--- src/rtl/pc_gen_btb.sv ---
// Fetch-address generator with a direct-mapped BTB of 2-bit saturating counters.
// Define PC_BTB_EN to build the BTB; without it the block predicts static not-taken.
module pc_gen_btb #(
   parameter int unsigned       ADDR_W      = 32,
   parameter logic [ADDR_W-1:0] RESET_VEC   = '0,
   parameter int unsigned       BTB_ENTRIES = 16,
   parameter int unsigned       INSTR_BYTES = 4
) (
   input  logic              clk,
   input  logic              reset,
   output logic [ADDR_W-1:0] fetch_pc,
   output logic              fetch_valid,
   input  logic              fetch_ready,
   output logic              pred_taken,
   output logic [ADDR_W-1:0] pred_target,
   input  logic              redirect,
   input  logic [ADDR_W-1:0] redirect_pc,
   input  logic              upd_valid,
   input  logic [ADDR_W-1:0] upd_pc,
   input  logic              upd_taken,
   input  logic [ADDR_W-1:0] upd_target
);

   typedef enum logic {BOOT, RUN} state_e;

   state_e            state_q, state_d;
   logic [ADDR_W-1:0] pc_q, pc_d;
   logic              unused_ok;

   assign fetch_pc    = pc_q;
   assign fetch_valid = (state_q == RUN);

`ifdef PC_BTB_EN
   localparam int unsigned IDX_W = $clog2(BTB_ENTRIES);
   localparam int unsigned TAG_W = ADDR_W - IDX_W - 2;

   logic [BTB_ENTRIES-1:0] vld_q;
   logic [TAG_W-1:0]       tag_q [BTB_ENTRIES];
   logic [ADDR_W-1:0]      tgt_q [BTB_ENTRIES];
   logic [1:0]             ctr_q [BTB_ENTRIES];

   logic [IDX_W-1:0] lk_idx, up_idx;
   logic [TAG_W-1:0] up_tag;
   logic             lk_hit, up_hit;

   assign lk_idx      = pc_q[IDX_W+1:2];
   assign lk_hit      = vld_q[lk_idx] && (tag_q[lk_idx] == pc_q[ADDR_W-1:IDX_W+2]);
   assign pred_taken  = fetch_valid && lk_hit && ctr_q[lk_idx][1];
   assign pred_target = tgt_q[lk_idx];

   assign up_idx = upd_pc[IDX_W+1:2];
   assign up_tag = upd_pc[ADDR_W-1:IDX_W+2];
   assign up_hit = vld_q[up_idx] && (tag_q[up_idx] == up_tag);

   assign unused_ok = ^{redirect_pc[0], upd_pc[1:0]};

   always_ff @(posedge clk or posedge reset) begin
      if (reset)
         vld_q <= '0;
      else if (upd_valid && upd_taken && !up_hit)
         vld_q[up_idx] <= 1'b1;
   end

   // Payload is left unreset; valid bits alone decide whether an entry is live.
   always_ff @(posedge clk) begin
      if (upd_valid && !reset) begin
         if (up_hit) begin
            if (upd_taken) begin
               ctr_q[up_idx] <= (ctr_q[up_idx] == 2'd3) ? 2'd3 : ctr_q[up_idx] + 2'd1;
               tgt_q[up_idx] <= {upd_target[ADDR_W-1:1], 1'b0};
            end else begin
               ctr_q[up_idx] <= (ctr_q[up_idx] == 2'd0) ? 2'd0 : ctr_q[up_idx] - 2'd1;
            end
         end else if (upd_taken) begin
            tag_q[up_idx] <= up_tag;
            tgt_q[up_idx] <= {upd_target[ADDR_W-1:1], 1'b0};
            ctr_q[up_idx] <= 2'd2;
         end
      end
   end
`else
   assign pred_taken  = 1'b0;
   assign pred_target = '0;
   assign unused_ok   = ^{redirect_pc[0], upd_valid, upd_pc, upd_taken, upd_target,
                          1'(BTB_ENTRIES)};
`endif

   always_ff @(posedge clk or posedge reset) begin
      if (reset) begin
         state_q <= BOOT;
         pc_q    <= RESET_VEC;
      end else begin
         state_q <= state_d;
         pc_q    <= pc_d;
      end
   end

   // Redirect beats prediction beats sequential advance; a stalled fetch holds.
   always_comb begin
      state_d = state_q;
      pc_d    = pc_q;
      if (state_q == BOOT)
         state_d = RUN;
      if (redirect)
         pc_d = {redirect_pc[ADDR_W-1:1], 1'b0};
      else if (fetch_valid && fetch_ready)
         pc_d = pred_taken ? pred_target : pc_q + ADDR_W'(INSTR_BYTES);
   end

endmodule
--- config.mk ---
export PLATFORM = sky130hd
export DESIGN_NAME = pc_gen_btb
export DESIGN_NICKNAME = d
export VERILOG_FILES = /design/src/rtl/pc_gen_btb.sv
export SDC_FILE = /design/constraint.sdc
export NUM_CORES = 1
export LEC_CHECK = 0
export CORE_MARGIN = 1
export CORE_UTILIZATION = 31
export DETAILED_ROUTE_END_ITERATION = 16
export PLACE_DENSITY = 0.79
export SLEW_MARGIN = 0
export SYNTH_ARGS = -nofsm -noshare
export SYNTH_HDL_FRONTEND = slang
export SYNTH_SLANG_ARGS = --single-unit
--- constraint.sdc ---
create_clock -name clk -period 1.8 [get_ports clk]
set_input_delay 0.18 -clock clk [delete_from_list [all_inputs] [get_ports clk]]
set_output_delay 0.18 -clock clk [all_outputs]
set_load 0.03 [all_outputs]
; Word level (Yosys, flattened, before mapping)
; Index checks and enable logic that the tools add are counted.
[totals]
regBits = 33
latch_bits = 0
ramBits = 0
mem_bits_ro = 0
in_bits = 102
out_inout_bits = 66
memories = 0
[classes]
n_addsub = 1
n_mul = 0
n_div = 0
order_cmp = 0
eq_ne = 0
n_shift = 0
n_mux = 2
bitwise_logic = 0
n_reduce_logical = 2
[op_table]
columns = operator, n
row1 = $mux 32, 2
row2 = $add 32x3->32 const B, 1
row3 = $reduce_bool 2->1, 1
row4 = $logic_and 1x1->1, 1

; Logic depth before layout (Yosys ltp)
[depth]
ltp_word = 3
ltp_mapped = 7
ltp_nobuf = 5

; Worst setup path before layout
; No wires, ideal clock.
[synth_path]
path_type = reg-to-reg
start = register pc_q[3], in the netlist fetch_pc[3]
end = register pc_q[18], in the netlist fetch_pc[18]
setup_ns = 0.082
arrival_time_ns = 1.944
required_time_ns = 1.718
slack_ns = -0.226
path_stages_with_launch = 7
path_buffers = 1
cell_sequence = dfrtp_1 -> ha_1 -> and4_1 -> buf_2 -> nand3_2 -> or4_1 -> a31oi_1
[synth_via]
elab_chain_len = 3
[synth_rtl]
columns = item, line_no
row1 = start: declaration, 27  ; logic [ADDR_W-1:0] pc_q, pc_d;
row2 = start signal: assignment, 94  ; pc_q <= pc_d;
row3 = $add 32x3->32, 107  ; pc_d = pred_taken ? pred_target : pc_q + ADDR_W'(INSTR_BYTES);
row4 = $mux 32, 106  ; else if (fetch_valid && fetch_ready)
row5 = $mux 32, 104  ; if (redirect)
; No other way between the ends. The select of a mux whose other input is x is not followed.
; A chain may end at the register's enable or synchronous reset.

; Worst setup path after layout
[layout_path]
start = register pc_q[2], in the netlist fetch_pc[2]
end = register pc_q[22], in the netlist fetch_pc[22]
; Same word-level chain as after synthesis.

==> results.ini <==
[sta]
setup_violations = 0
rsz0062_at_grt = false
min_period_ps = 1700
finalClockSkew_ps = 3.02
slew_viol_final = 0
clock.fmax_mhz = 588
setup-tns-final_ps = 0
hold_violations = 0
fin_crit_sh_pct = 94.5

[detailed_routing]
drc = 0
drtIter0Drc = 93
vias = 2234
via_per_inst = 5.00
wl_per_cell_um = 13.2
firstDrtPassIters = 4
drt.antenna.violating_nets = 0
totalWireLength_mm = 5.92

[critical_path]
start_kind = register
required_ps = 2000
crit_type = reg2reg
crit_path_start = fetch_pc[2]
path_max_fanout = 6
cp.arrival_ps = 1900
worst-r2r-setup-slack_ps = 100
critPathCaptureType = register
r2r-end = fetch_pc[22]
reg2regPathDepth = 5
reg2reg_from = fetch_pc[2]

[cells_and_area]
area_growth_pct = 43.6
final_area_sq_um = 3220
drive_gt1_share_pct = 17.1
nets = 453
final_cell_count_no_fill = 447
nFillCells = 683
final_core_util_pct = 46.6
antenna_cells = 0

[clock_network]
cts_max_level = 2
cts-root-buf = clkbuf_8
cts_buffer_depth = 2
cts_tree = done
clkLatencyLatePin_ps = 280
clk_pin_slew_ps = 70
numCtsBuffers = 5
postCtsHoldBufs = 0
clock-sinks = 32

[synth]
async_reset_ff_share_pct = 100
synthTopCellsByCount = 35 x buf_4, 32 x dfrtp_1, 25 x nand2_1
synthFlopType = dfrtp_1
yosys_warnings = 0
yosysMostFrequentCell = buf_4
netlist_instances = 260
ys_seq_area_share_pct = 35.7
synthesis.area_sq_um = 2240
ys_seq_elements = 32
avgSynthCellArea_sq_um = 8.62
synth_cell_types = 37
synth_top_area_share_pct = 35.7
synth_edf_count = 0
synth_top_area_cell = dfrtp_1
synth.top_cells.by_area = dfrtp_1 36%, buf_4 12%, or4_1 5.0%

[place]
place.gp.congestion = 0.764
place_area_sq_um = 3130
io_buffer_count = 66
hpwl_mm = 4.50
dp_cells = 438

[floorplan]
die_w_um = 87.0
core_sq_um = 6910
die_h_um = 87.0
dieArea_sq_um = 7570
core.rowCount = 30
boundaryPins = 168
start_util_pct = 32.4

[outcome]
outcome = finished clean

[global_routing]
antenna_found_initial = 0
grt_pass1_wl_mm = 9.56
grt_max_degree = 33
grt_pass1_vias = 2068
grt_usage_pct = 16.2
grt_overflow = 0

[pwr]
power_density_nw_per_um2 = 680
leakage_nw = 1.26
irDropWorstVdd_v = 0.000330

[worst_hold_path]
hold_path.class = in2async

[flow_run]
cap_viol_max_count = 0

==> critical path, cell delays in order (launching register included) <==
cell,delay [ps]
dfrtp_2,410
ha_4,140
and4_4,250
nand3_4,120
or4_1,520
a31oi_1,180
==> cell usage in the layout, fill, tap and decap left out, drive strengths merged, types with 2 or more instances in the layout <==
| master | n |
|---|---|
| o31ai | 11 |
| nor2b | 5 |
| o21ai | 15 |
| buf | 34 |
| mux2 | 2 |
| nand3 | 17 |
| clkinv | 2 |
| a31oi | 11 |
| a22oi | 3 |
| clkdlybuf4s50 | 66 |
| nor2 | 14 |
| xnor2 | 3 |
| or3 | 4 |
| clkbuf | 7 |
| nand4 | 15 |
| dfrtp | 32 |
| and4 | 7 |
| o211ai | 3 |
| and3 | 3 |
| inv | 3 |
| xor2 | 7 |
| nand2 | 25 |
| conb | 35 |
| or4 | 15 |
| and2 | 4 |
==> area by class of cell <==
class / instances / area [sq um] / area share [%]
multi-input combinational: 207 / 1230 / 38.3
timing repair buffer: 100 / 953 / 29.6
sequential: 32 / 815 / 25.3
tap: 96 / 120 / 3.73
clock buffer: 7 / 76.3 / 2.37
inverter: 4 / 15.0 / 0.467
clock inverter: 1 / 5.00 / 0.156
==> sequential cells by signal, indices dropped and copies added (netlist names) <==
| signal | cells |
|---|---|
| fetch_pc | 31 |
| fetch_valid | 1 |
==> per-stage QoR <==
stage / power [W] / hold WS [ps] / setup slack, ps
after CTS: 0.00221 / 312 / 23.5
after global placement: 0.00165 / 487 / -115
after detailed placement: 0.00167 / 506 / -170
after global routing: 0.00230 / 342 / 3.22
final: 0.00219 / 298 / 99.3
after floorplan: 0.00138 / 295 / -14.4
==> repair_timing <==
action                                  4_1_cts  5_1_grt
endpoints found under the hold margin         0        0
pin swaps                                     0        4
endpoints found under the setup margin        2        8
setup buffers                                 0        1
resized for setup                             1        2
==> power by group <==
| group | switching (W) | internal (W) | total, W |
|---|---|---|---|
| registers | 0.0000718 | 0.000795 | 0.000866 |
| logic | 0.000462 | 0.000330 | 0.000792 |
| clock network | 0.000260 | 0.000271 | 0.000531 |
==> logic make-up after synthesis <==
kind of cell	after synthesis	share of synthesized area, %
fa+ha+maj	1	0.558
simple gates	111	28.7
buf+inv	54	15.9
compound gates	47	13.5
mux	3	1.45
flops	32	35.7
other cells	2	0.335
xor+xnor	10	3.91
==> layer usage <==
metal,share of wire (%),GRT usage [%],vias to the layer above
met5,0,0,-
met4,1.5,5.45,0
met3,5.4,3.79,11
met2,50,28.6,85
met1,43,19.2,1073
li1,-,-,1065
==> worst max-delay path by stage <==
| stage | depth (start not counted) | end | slack (ps) |
|---|---|---|---|
| after global placement | 5 | fetch_pc[13] | -110 |
| after global routing | 6 | fetch_pc[30] | 3 |
| after CTS | 6 | fetch_pc[30] | 20 |
| final | 5 | fetch_pc[22] | 100 |
| after floorplan | 6 | fetch_pc[18] | -10 |
| after detailed placement | 5 | fetch_pc[13] | -170 |
(Power assumes the default switching activity.)
